File: src/rtl/mandel_job_sched.sv
// Mandelbrot render-command parser and pixel job scheduler: takes a 7-byte frame from the UART,
// hands one job per tile pixel to the iteration cores and streams (cx, cy, iter) results back out.
module mandel_job_sched #(
  parameter int unsigned NCORES        = 4,
  parameter int unsigned FRAME_TIMEOUT = 65535
) (
  input  logic                clk,
  input  logic                rst_n,
  input  logic                rx_dv,
  input  logic [7:0]          rx_byte,
  output logic                tx_dv,
  output logic [7:0]          tx_byte,
  input  logic                tx_busy,
  input  logic                tx_done,
  input  logic [NCORES-1:0]   core_idle,
  output logic [NCORES-1:0]   core_start,
  output logic [15:0]         core_col,
  output logic [15:0]         core_row,
  input  logic [NCORES-1:0]   core_done,
  input  logic [8*NCORES-1:0] core_iter,
  output logic [NCORES-1:0]   core_ack,
  output logic                busy
);

  localparam int unsigned PtrW = (NCORES > 1) ? $clog2(NCORES) : 1;
  localparam int unsigned GapW = (FRAME_TIMEOUT > 1) ? $clog2(FRAME_TIMEOUT + 1) : 1;

  typedef enum logic [1:0] {StOp, StArg, StRun, StEnd} state_e;

  state_e            state_q;
  logic [2:0]        arg_cnt_q;
  logic [GapW-1:0]   gap_q;
  logic [15:0]       col_start_q;
  logic [15:0]       row_start_q;
  logic [7:0]        tile_q;
  logic [7:0]        cx_q;
  logic [7:0]        cy_q;
  logic              disp_fin_q;
  logic [NCORES-1:0] inflight_q;
  logic [7:0]        job_cx_q [NCORES];
  logic [7:0]        job_cy_q [NCORES];
  logic [PtrW-1:0]   rr_q;
  logic              buf_valid_q;
  logic [1:0]        buf_idx_q;
  logic [7:0]        buf_q [3];
  logic              tx_out_q;
  logic [1:0]        end_cnt_q;

  logic              tx_dv_q;
  logic [7:0]        tx_byte_q;
  logic [NCORES-1:0] core_start_q;
  logic [15:0]       core_col_q;
  logic [15:0]       core_row_q;
  logic [NCORES-1:0] core_ack_q;

  logic              disp_found;
  logic [PtrW-1:0]   disp_idx;
  logic              grant_found;
  logic [PtrW-1:0]   grant_idx;
  logic [7:0]        grant_iter;
  logic [7:0]        tile_last;
  logic              abort;
  logic              can_dispatch;
  logic              can_grant;
  logic              run_send;
  logic              end_send;
  logic              run_done;

  always_comb begin
    int unsigned j;
    disp_found  = 1'b0;
    disp_idx    = '0;
    grant_found = 1'b0;
    grant_idx   = '0;
    grant_iter  = '0;
    j           = 0;
    // A core is eligible only if we have not already handed it a job that is still unacked
    for (int unsigned i = 0; i < NCORES; i++) begin
      if (!disp_found && core_idle[i] && !core_done[i] && !inflight_q[i]) begin
        disp_found = 1'b1;
        disp_idx   = PtrW'(i);
      end
    end
    for (int unsigned k = 0; k < NCORES; k++) begin
      j = (32'(rr_q) + k) % NCORES;
      if (!grant_found && core_done[j]) begin
        grant_found = 1'b1;
        grant_idx   = PtrW'(j);
        grant_iter  = core_iter[8*j +: 8];
      end
    end
  end

  assign tile_last    = tile_q - 8'd1;
  assign abort        = (state_q == StRun) && rx_dv && (rx_byte == 8'h02);
  assign can_dispatch = (state_q == StRun) && !disp_fin_q && !abort && disp_found;
  assign can_grant    = (state_q == StRun) && !buf_valid_q && grant_found;
  assign run_send     = (state_q == StRun) && buf_valid_q && !tx_out_q && !tx_busy;
  assign end_send     = (state_q == StEnd) && (end_cnt_q != 2'd3) && !tx_out_q && !tx_busy;
  assign run_done     = disp_fin_q && (inflight_q == '0) && !(|core_done) && !buf_valid_q &&
                        !tx_out_q;

  always_ff @(posedge clk or negedge rst_n) begin
    if (!rst_n) begin
      state_q      <= StOp;
      arg_cnt_q    <= '0;
      gap_q        <= '0;
      col_start_q  <= '0;
      row_start_q  <= '0;
      tile_q       <= '0;
      cx_q         <= '0;
      cy_q         <= '0;
      disp_fin_q   <= 1'b0;
      inflight_q   <= '0;
      rr_q         <= '0;
      buf_valid_q  <= 1'b0;
      buf_idx_q    <= '0;
      tx_out_q     <= 1'b0;
      end_cnt_q    <= '0;
      tx_dv_q      <= 1'b0;
      tx_byte_q    <= '0;
      core_start_q <= '0;
      core_col_q   <= '0;
      core_row_q   <= '0;
      core_ack_q   <= '0;
      for (int i = 0; i < NCORES; i++) begin
        job_cx_q[i] <= '0;
        job_cy_q[i] <= '0;
      end
      for (int i = 0; i < 3; i++) begin
        buf_q[i] <= '0;
      end
    end else begin
      tx_dv_q      <= 1'b0;
      core_start_q <= '0;
      core_col_q   <= '0;
      core_row_q   <= '0;
      core_ack_q   <= '0;
      if (tx_done) begin
        tx_out_q <= 1'b0;
      end

      case (state_q)
        StOp: begin
          if (rx_dv && (rx_byte == 8'h01)) begin
            state_q   <= StArg;
            arg_cnt_q <= '0;
            gap_q     <= '0;
          end
        end

        StArg: begin
          if (rx_dv) begin
            gap_q <= '0;
            case (arg_cnt_q)
              3'd0:    col_start_q[7:0]  <= rx_byte;
              3'd1:    col_start_q[15:8] <= rx_byte;
              3'd2:    row_start_q[7:0]  <= rx_byte;
              3'd3:    row_start_q[15:8] <= rx_byte;
              3'd5:    tile_q            <= rx_byte;
              default: ;
            endcase
            arg_cnt_q <= arg_cnt_q + 3'd1;
            if (arg_cnt_q == 3'd5) begin
              state_q    <= StRun;
              cx_q       <= '0;
              cy_q       <= '0;
              disp_fin_q <= 1'b0;
            end
          end else if (gap_q == GapW'(FRAME_TIMEOUT - 1)) begin
            state_q <= StOp;
          end else begin
            gap_q <= gap_q + 1'b1;
          end
        end

        StRun: begin
          if (abort) begin
            disp_fin_q <= 1'b1;
          end
          if (can_dispatch) begin
            core_start_q          <= NCORES'(1) << disp_idx;
            core_col_q            <= col_start_q + {8'h00, cx_q};
            core_row_q            <= row_start_q + {8'h00, cy_q};
            inflight_q[disp_idx]  <= 1'b1;
            job_cx_q[disp_idx]    <= cx_q;
            job_cy_q[disp_idx]    <= cy_q;
            // Raster order: column index runs fastest; tile byte 0 wraps to a 256-wide tile
            if (cx_q == tile_last) begin
              cx_q <= '0;
              if (cy_q == tile_last) begin
                disp_fin_q <= 1'b1;
              end else begin
                cy_q <= cy_q + 8'd1;
              end
            end else begin
              cx_q <= cx_q + 8'd1;
            end
          end
          if (can_grant) begin
            core_ack_q            <= NCORES'(1) << grant_idx;
            inflight_q[grant_idx] <= 1'b0;
            buf_q[0]              <= job_cx_q[grant_idx];
            buf_q[1]              <= job_cy_q[grant_idx];
            buf_q[2]              <= grant_iter;
            buf_valid_q           <= 1'b1;
            buf_idx_q             <= '0;
            rr_q <= (grant_idx == PtrW'(NCORES - 1)) ? '0 : grant_idx + 1'b1;
          end
          if (run_send) begin
            tx_dv_q   <= 1'b1;
            tx_byte_q <= buf_q[buf_idx_q];
            tx_out_q  <= 1'b1;
            if (buf_idx_q == 2'd2) begin
              buf_valid_q <= 1'b0;
            end else begin
              buf_idx_q <= buf_idx_q + 2'd1;
            end
          end
          if (run_done) begin
            state_q   <= StEnd;
            end_cnt_q <= '0;
          end
        end

        StEnd: begin
          if (end_send) begin
            tx_dv_q   <= 1'b1;
            tx_byte_q <= 8'hFF;
            tx_out_q  <= 1'b1;
            end_cnt_q <= end_cnt_q + 2'd1;
          end
          if (tx_done && (end_cnt_q == 2'd3)) begin
            state_q <= StOp;
          end
        end

        default: state_q <= StOp;
      endcase
    end
  end

  assign tx_dv      = tx_dv_q;
  assign tx_byte    = tx_byte_q;
  assign core_start = core_start_q;
  assign core_col   = core_col_q;
  assign core_row   = core_row_q;
  assign core_ack   = core_ack_q;
  assign busy       = (state_q == StRun) || (state_q == StEnd);

endmodule

File: config.mk
export PLATFORM = sky130hd
export DESIGN_NAME = mandel_job_sched
export DESIGN_NICKNAME = d
export VERILOG_FILES = /design/src/rtl/mandel_job_sched.sv
export SDC_FILE = /design/constraint.sdc
export NUM_CORES = 1
export LEC_CHECK = 0
export CAP_MARGIN = 15
export CORE_MARGIN = 3
export CORE_UTILIZATION = 58
export CTS_BUF_LIST = sky130_fd_sc_hd__clkbuf_8
export CTS_CLUSTER_DIAMETER = 120
export DETAILED_ROUTE_END_ITERATION = 12
export PLACE_DENSITY = 0.91
export REMOVE_ABC_BUFFERS = 1
export SLEW_MARGIN = 20
export SYNTH_ARGS = -nofsm -noshare
export SYNTH_HDL_FRONTEND = slang
export SYNTH_SLANG_ARGS = --single-unit
export TNS_END_PERCENT = 50
File: constraint.sdc
create_clock -name clk -period 7.1 [get_ports clk]
set_clock_uncertainty 0.1 [all_clocks]
set_input_delay 1.42 -clock clk [delete_from_list [all_inputs] [get_ports clk]]
set_output_delay 1.42 -clock clk [all_outputs]
set_load 0.005 [all_outputs]
==> metrics.txt, run 1 <==
share of Yosys cell area claimed by the top area cell type 47.7%; Fmax roughly 0.23 GHz; primary flip-flop cell chosen by synthesis mapping dfrtp_1; # Max-Cap Violations 0; final instance area around 14000 µm²; Core Area 19800 µm²; Critical Path Sink Type flop; number of clock sinks 227; number of standard-cell rows in the floorplan slightly above 50; routed vias a little under 10000; setup TNS 0 ps; CP required 7410 ps; Reg2Reg Setup Slack around 3100 ps; CTS tree yes; Horiz. Die Dim ~150 µm; antenna violations before repair 0; Root Driver clkbuf_8; Crit path largest cell delay around 840 ps; number of global-route vias before repair ~10000; Final HPWL DP 19.8 mm; Leak 6.48 nW; max-slew violations 0; overall overflow remaining after global route 0; Post-Syn Area 11900 µm²; Worst Hold Class reg2reg; Syn Area/Cell between 9 and 10 µm²; count of flip-flops with a built-in enable after synthesis 0; net total in the final layout around 1400; detailed-route vias per instance approximately 6; drt first-iter violations approximately 920; Mapped Cells between 1000 and 1500; largest net degree at the start of global routing roughly 110; GR Util All Layers between 20% and 30%; run status finished, final reports clean; Residual DRC 0; Clk Latency, worst-skew pair around 540 ps; signal arrival time at the worst endpoint 4700 ps; area grow syn2layout 16.0%; number of cells in the finished layout apart from fillers about 1600; type of the setup path with the least slack in2reg; Power Density about 280 nW/µm²; gpl congestion between 0.8 and 0.9; origin of the worst setup path rx_byte[6]; post-detailed-routing wire length ~30 mm; CTS H-tree depth 2; DR WL/cell roughly 19 µm; port buffer count between 100 and 150; Post-CTS Setup Repair Bufs 0; number of hold buffers added after CTS 0; quantity of gates resized following cts 0; # IOs between 100 and 150; Post-synth ARST share between 90% and 100%; Synth area leaders dfrtp_1, mux2_2, nand2_1, o21ai_0, ha_1; warnings from Yosys 0; Cell Count Post-Placement ~1500; Worst setup SP type input port; worst ir drop on vdd between 0.00015 and 0.0002 V; unique cell type count in the Yosys netlist 73; clock transition at the registers of the reported paths around 60 ps; maximum root-to-sink buffer count 3; Yosys top cell by area dfrtp_1; dominant cell by count in the synthesized netlist dfrtp_1; antenna diode count 0; #FFs+latches synth roughly 230; number of buffers added by the clock tree synthesis step 37; final period demand of the worst path around 4400 ps; height of the chip about 150 µm; setup repair after global routing missed its margin no; global-route wire length before repair 48.5 mm; worst hold-check slack 378 ps; transition at the pin with the smallest max-transition slack ~1000 ps; placed cell area around 13000 µm²; period utilization around 60%; initial cell density of the core between 60% and 70%; setup-violating endpoint count in the final report 0; number of iterations in the first detailed-routing pass 5; series of cell instances along the critical path clkdlybuf4s50_1 > nor4b_1 > a311oi_1 > buf_4 > nand2_1 > or4b_1 > mux2_2; fraction of layout instances using a drive strength above 1 between 10% and 20%; largest driver fanout on the critical path 19; proportion of synthesized chip area in sequential cells 47.7%; worst hold start job_cx_q[10]; Synth top cells by count dfrtp_1, nand2_1, mux2_2, o21ai_0, nor2_1; full die area roughly 22000 µm²; Relative slew margins a little under a third; Antenna Nets Post-Route 0; Slowest cell on crit path nor4b_1; Final Hold Viols 0
[cell usage in the layout, fill, tap and decap left out, types with 8 or more instances in the layout]
cell type          n
nand3_1           39
nand2_1          205
or3_1             15
o21ai_0           87
o221ai_1           8
xor2_1            22
ha_1              31
a31oi_1           19
mux2i_1           28
clkbuf_8          45
xnor2_1           23
a21oi_1           45
mux2_2            99
nor3_1            21
o22ai_1            9
buf_4             12
inv_1             48
and3_1            19
dfrtp_1          226
clkdlybuf4s50_1  101
a222oi_1           8
nand4_1           11
nor2_1            80
[worst paths after layout]
| path | to | cells after the start |
|---|---|---|
| hold / removal | job_cx_q[10] | 2 |
| setup reg to reg | job_cy_q[2] | 6 |
| max in group asynchronous | rr_q[0] | 2 |
| setup / recovery | job_cy_q[2] | 7 |
| hold reg to reg | job_cx_q[10] | 2 |
| min in group asynchronous | core_row[6] | 1 |
[registers in the layout, summed over array words and instances, names as in the netlist, 8 cells and up, named ones only]
register / flops
col_start_q: 16
tile_q: 8
cy_q: 8
core_row: 16
gap_q: 16
core_col: 16
buf_q: 24
job_cx_q: 32
tx_byte: 8
cx_q: 8
job_cy_q: 32
row_start_q: 16
[worst max-delay path: cells and delay by family]
kind,cells,cell delay [ps]
compound gates,1,400
buf+inv,2,840
mux,1,420
simple gates,3,1610
[cell families (layout without fill, tap and decap cells)]
kind of cell	after synthesis	after routing	synth area share, %
and+or+nand+nor	450	450	17.6
buffers and inverters	104	216	3.87
adders and majority gates	33	33	3.59
xor gates and xnor gates	45	45	3.31
AOI/OAI and AO/OA	230	230	12.3
muxes	127	127	11.7
DFF	227	227	47.7
[final cells by class]
type,count,area [µm²]
repair buffers,114,1120
flip-flops and latches,227,5680
fillers,1311,6020
inverters,34,128
multi-input cells,885,5810
well taps,265,332
clock buffers,45,619
clock inverters,23,135
[where the power goes]
part / switching, mW / total (mW) / internal (mW) / leakage, nW
clock network: 0.523 / 1.14 / 0.616 / 0.437
logic: 0.510 / 0.965 / 0.455 / 3.00
registers: 0.260 / 1.74 / 1.48 / 3.05
total: 1.29 / 3.85 / 2.55 / 6.48
[through the flow]
stage | utilization [%] | power (mW) | setup slack, ps
after floorplan | - | 2.32 | 1410
after global placement | 65.8 | 2.63 | 2500
after detailed placement | 65.8 | 2.69 | 2270
after CTS | 69.6 | 3.84 | 2800
final | 69.6 | 3.85 | 2710
after global routing | 69.6 | 4.06 | 2660
[routing by layer]
metal	vias to the layer above	wire length, µm	GRT usage [%]
met5	-	0	0
met4	0	748	10.1
met3	80	2310	5.07
met2	428	14500	44.5
met1	4769	11900	35.0
li1	4474	-	-
Note: power is estimated with default switching activity, not from simulation.
==> inputs of run 2 (changes only) <==
Clock period 7.1 ns to 4.3 ns, I/O delays scaled along.
==> metrics.txt, run 2 (same netlist as run 1, synthesis figures left out) <==
worst ir drop on vdd 0.000341 V; CP required roughly 4700 ps; full die area 22300 µm²; DR WL/cell about 19 µm; share of power burned in registers 45.3%; net switching component of the power between 2 and 2.5 mW; switching power share of the total between 30% and 40%; Leak between 6 and 7 nW; number of standard-cell rows in the floorplan 51; detailed-route vias per instance about 6.1; commonest non-fill, non-tap cells in the layout dfrtp_1, nand2_1, clkdlybuf4s50_1, mux2_2, o21ai_0; setup repair after global routing missed its margin no; Clk Latency, worst-skew pair 540 ps; post-detailed-routing wire length roughly 30 mm; type of the setup path with the least slack in2reg; Post-CTS Setup Repair Bufs 0; run status finished, final reports clean; power share of the clock group 28.8%; net total in the final layout between 1000 and 1500; CTS tree yes; routed vias 9767; largest driver fanout on the critical path 7; period utilization between 80% and 90%; drt first-iter violations between 900 and 1000; quantity of gates resized following cts 0; Cell Count Post-Placement between 1500 and 2000; Worst setup SP type input port; number of fillers in the final layout 1327; antenna diode count 0; Reg2Reg Setup Slack ~700 ps; global-route wire length before repair roughly 50 mm; Power Density approximately 450 nW/µm²; largest net degree at the start of global routing between 90 and 100; fraction of layout instances using a drive strength above 1 between 10% and 20%; Final HPWL DP slightly above 20 mm; Worst Hold Class in2async; Residual DRC 0; gpl congestion about 0.92; area grow syn2layout 16.2%; Fmax roughly 0.28 GHz; signal arrival time at the worst endpoint a little under 4000 ps; overall overflow remaining after global route 0; Core Area about 20000 µm²; number of clock sinks between 200 and 250; total area of sequential cells 5680 µm²; Relative slew margins a little under a third; Critical Path Sink Type flop; number of global-route vias before repair 9888; CTS H-tree depth 2; relative contribution of combinational cells to total power ~26%; setup-violating endpoint count in the final report 0; number of cells in the finished layout apart from fillers ~1600; internal portion of total power ~4.2 mW; commonest non-fill, non-tap cell in the layout dfrtp_1; final period demand of the worst path between 3000 and 4000 ps; Root Driver clkbuf_8; initial cell density of the core between 60% and 70%; GR Util All Layers a little over a quarter; # IOs between 100 and 150; maximum root-to-sink buffer count 3; port buffer count 102; height of the chip between 100 and 150 µm; transition at the pin with the smallest max-transition slack 1030 ps; Horiz. Die Dim 149 µm; number of hold buffers added after CTS 0; number of buffers added by the clock tree synthesis step 38; power after layout 6.28 mW; number of iterations in the first detailed-routing pass 5; largest registers job_cx_q: 32 flops, job_cy_q: 32 flops, buf_q: 24 flops; area of the multi-input gates 5790 µm²; clock transition at the registers of the reported paths 50 ps; Final Hold Viols 0; Antenna Nets Post-Route 0; # Max-Cap Violations 0; antenna violations before repair 0; max-slew violations 0
-- run 2: changes by cell type in the layout (fill, tap and decap cells not counted), sizes merged --
cell and delta:
clkinv -3, clkinvlp -2, inv -2, buf +10, clkbuf -1
-- run 2: area by class of cell --
cell class,count,area share [%]
clock buffers,44,4.38
clock inverters,16,0.696
inverters,34,0.922
multi-input cells,885,41.9
flip-flops and latches,227,41.1
well taps,265,2.40
repair buffers,124,8.70
-- run 2: worst paths after layout --
path | start | end | depth (start not counted)
min in group clk | job_cx_q[10] | job_cx_q[10] | 2
worst max register to register | tile_q[0] | cy_q[5] | 8
worst min register to register | job_cx_q[10] | job_cx_q[10] | 2
worst max-delay path | rx_byte[4] | gap_q[13] | 7
max in group asynchronous | rst_n | job_cx_q[7] | 2
worst min-delay path | rst_n | col_start_q[14] | 1
-- run 2: through the flow --
stage / setup TNS, ps / setup slack, ps / cell area [µm²] / utilization (%) / hold slack, ps
after floorplan: -22430 / -1180 / 11600 / - / 346
after global placement: 0 / 368 / 13100 / 66.2 / 358
after detailed placement: 0 / 208 / 13100 / 66.2 / 367
after CTS: 0 / 760 / 13800 / 69.7 / 248
after global routing: 0 / 438 / 13800 / 69.7 / 265
final: 0 / 686 / 13800 / 69.7 / 215
-- run 2: worst max-delay path, stage by stage --
cell and delay [ps]:
clkdlybuf4s50_1 520, nor4b_1 790, a41oi_1 370, a311o_1 460, or3_1 470, or3_1 350
a21oi_1 140
-- run 2: routing by layer --
| layer | track usage, % | routed length [µm] | vias to the layer above |
|---|---|---|---|
| li1 | - | - | 4484 |
| met1 | 35.5 | 12100 | 4752 |
| met2 | 45.1 | 14400 | 451 |
| met3 | 5.77 | 2460 | 80 |
| met4 | 9.11 | 828 | 0 |
| met5 | 0 | 0 | - |
-- run 2: power by group through the flow --
stage | registers (mW) | logic (mW) | clock network [mW]
2_1_floorplan | 2.75 | 1.07 | 0
3_3_place_gp | 2.82 | 1.51 | 0
3_5_place_dp | 2.85 | 1.59 | 0
4_1_cts | 2.82 | 1.62 | 1.84
5_1_grt | 2.88 | 1.80 | 1.93
6_report | 2.84 | 1.63 | 1.81
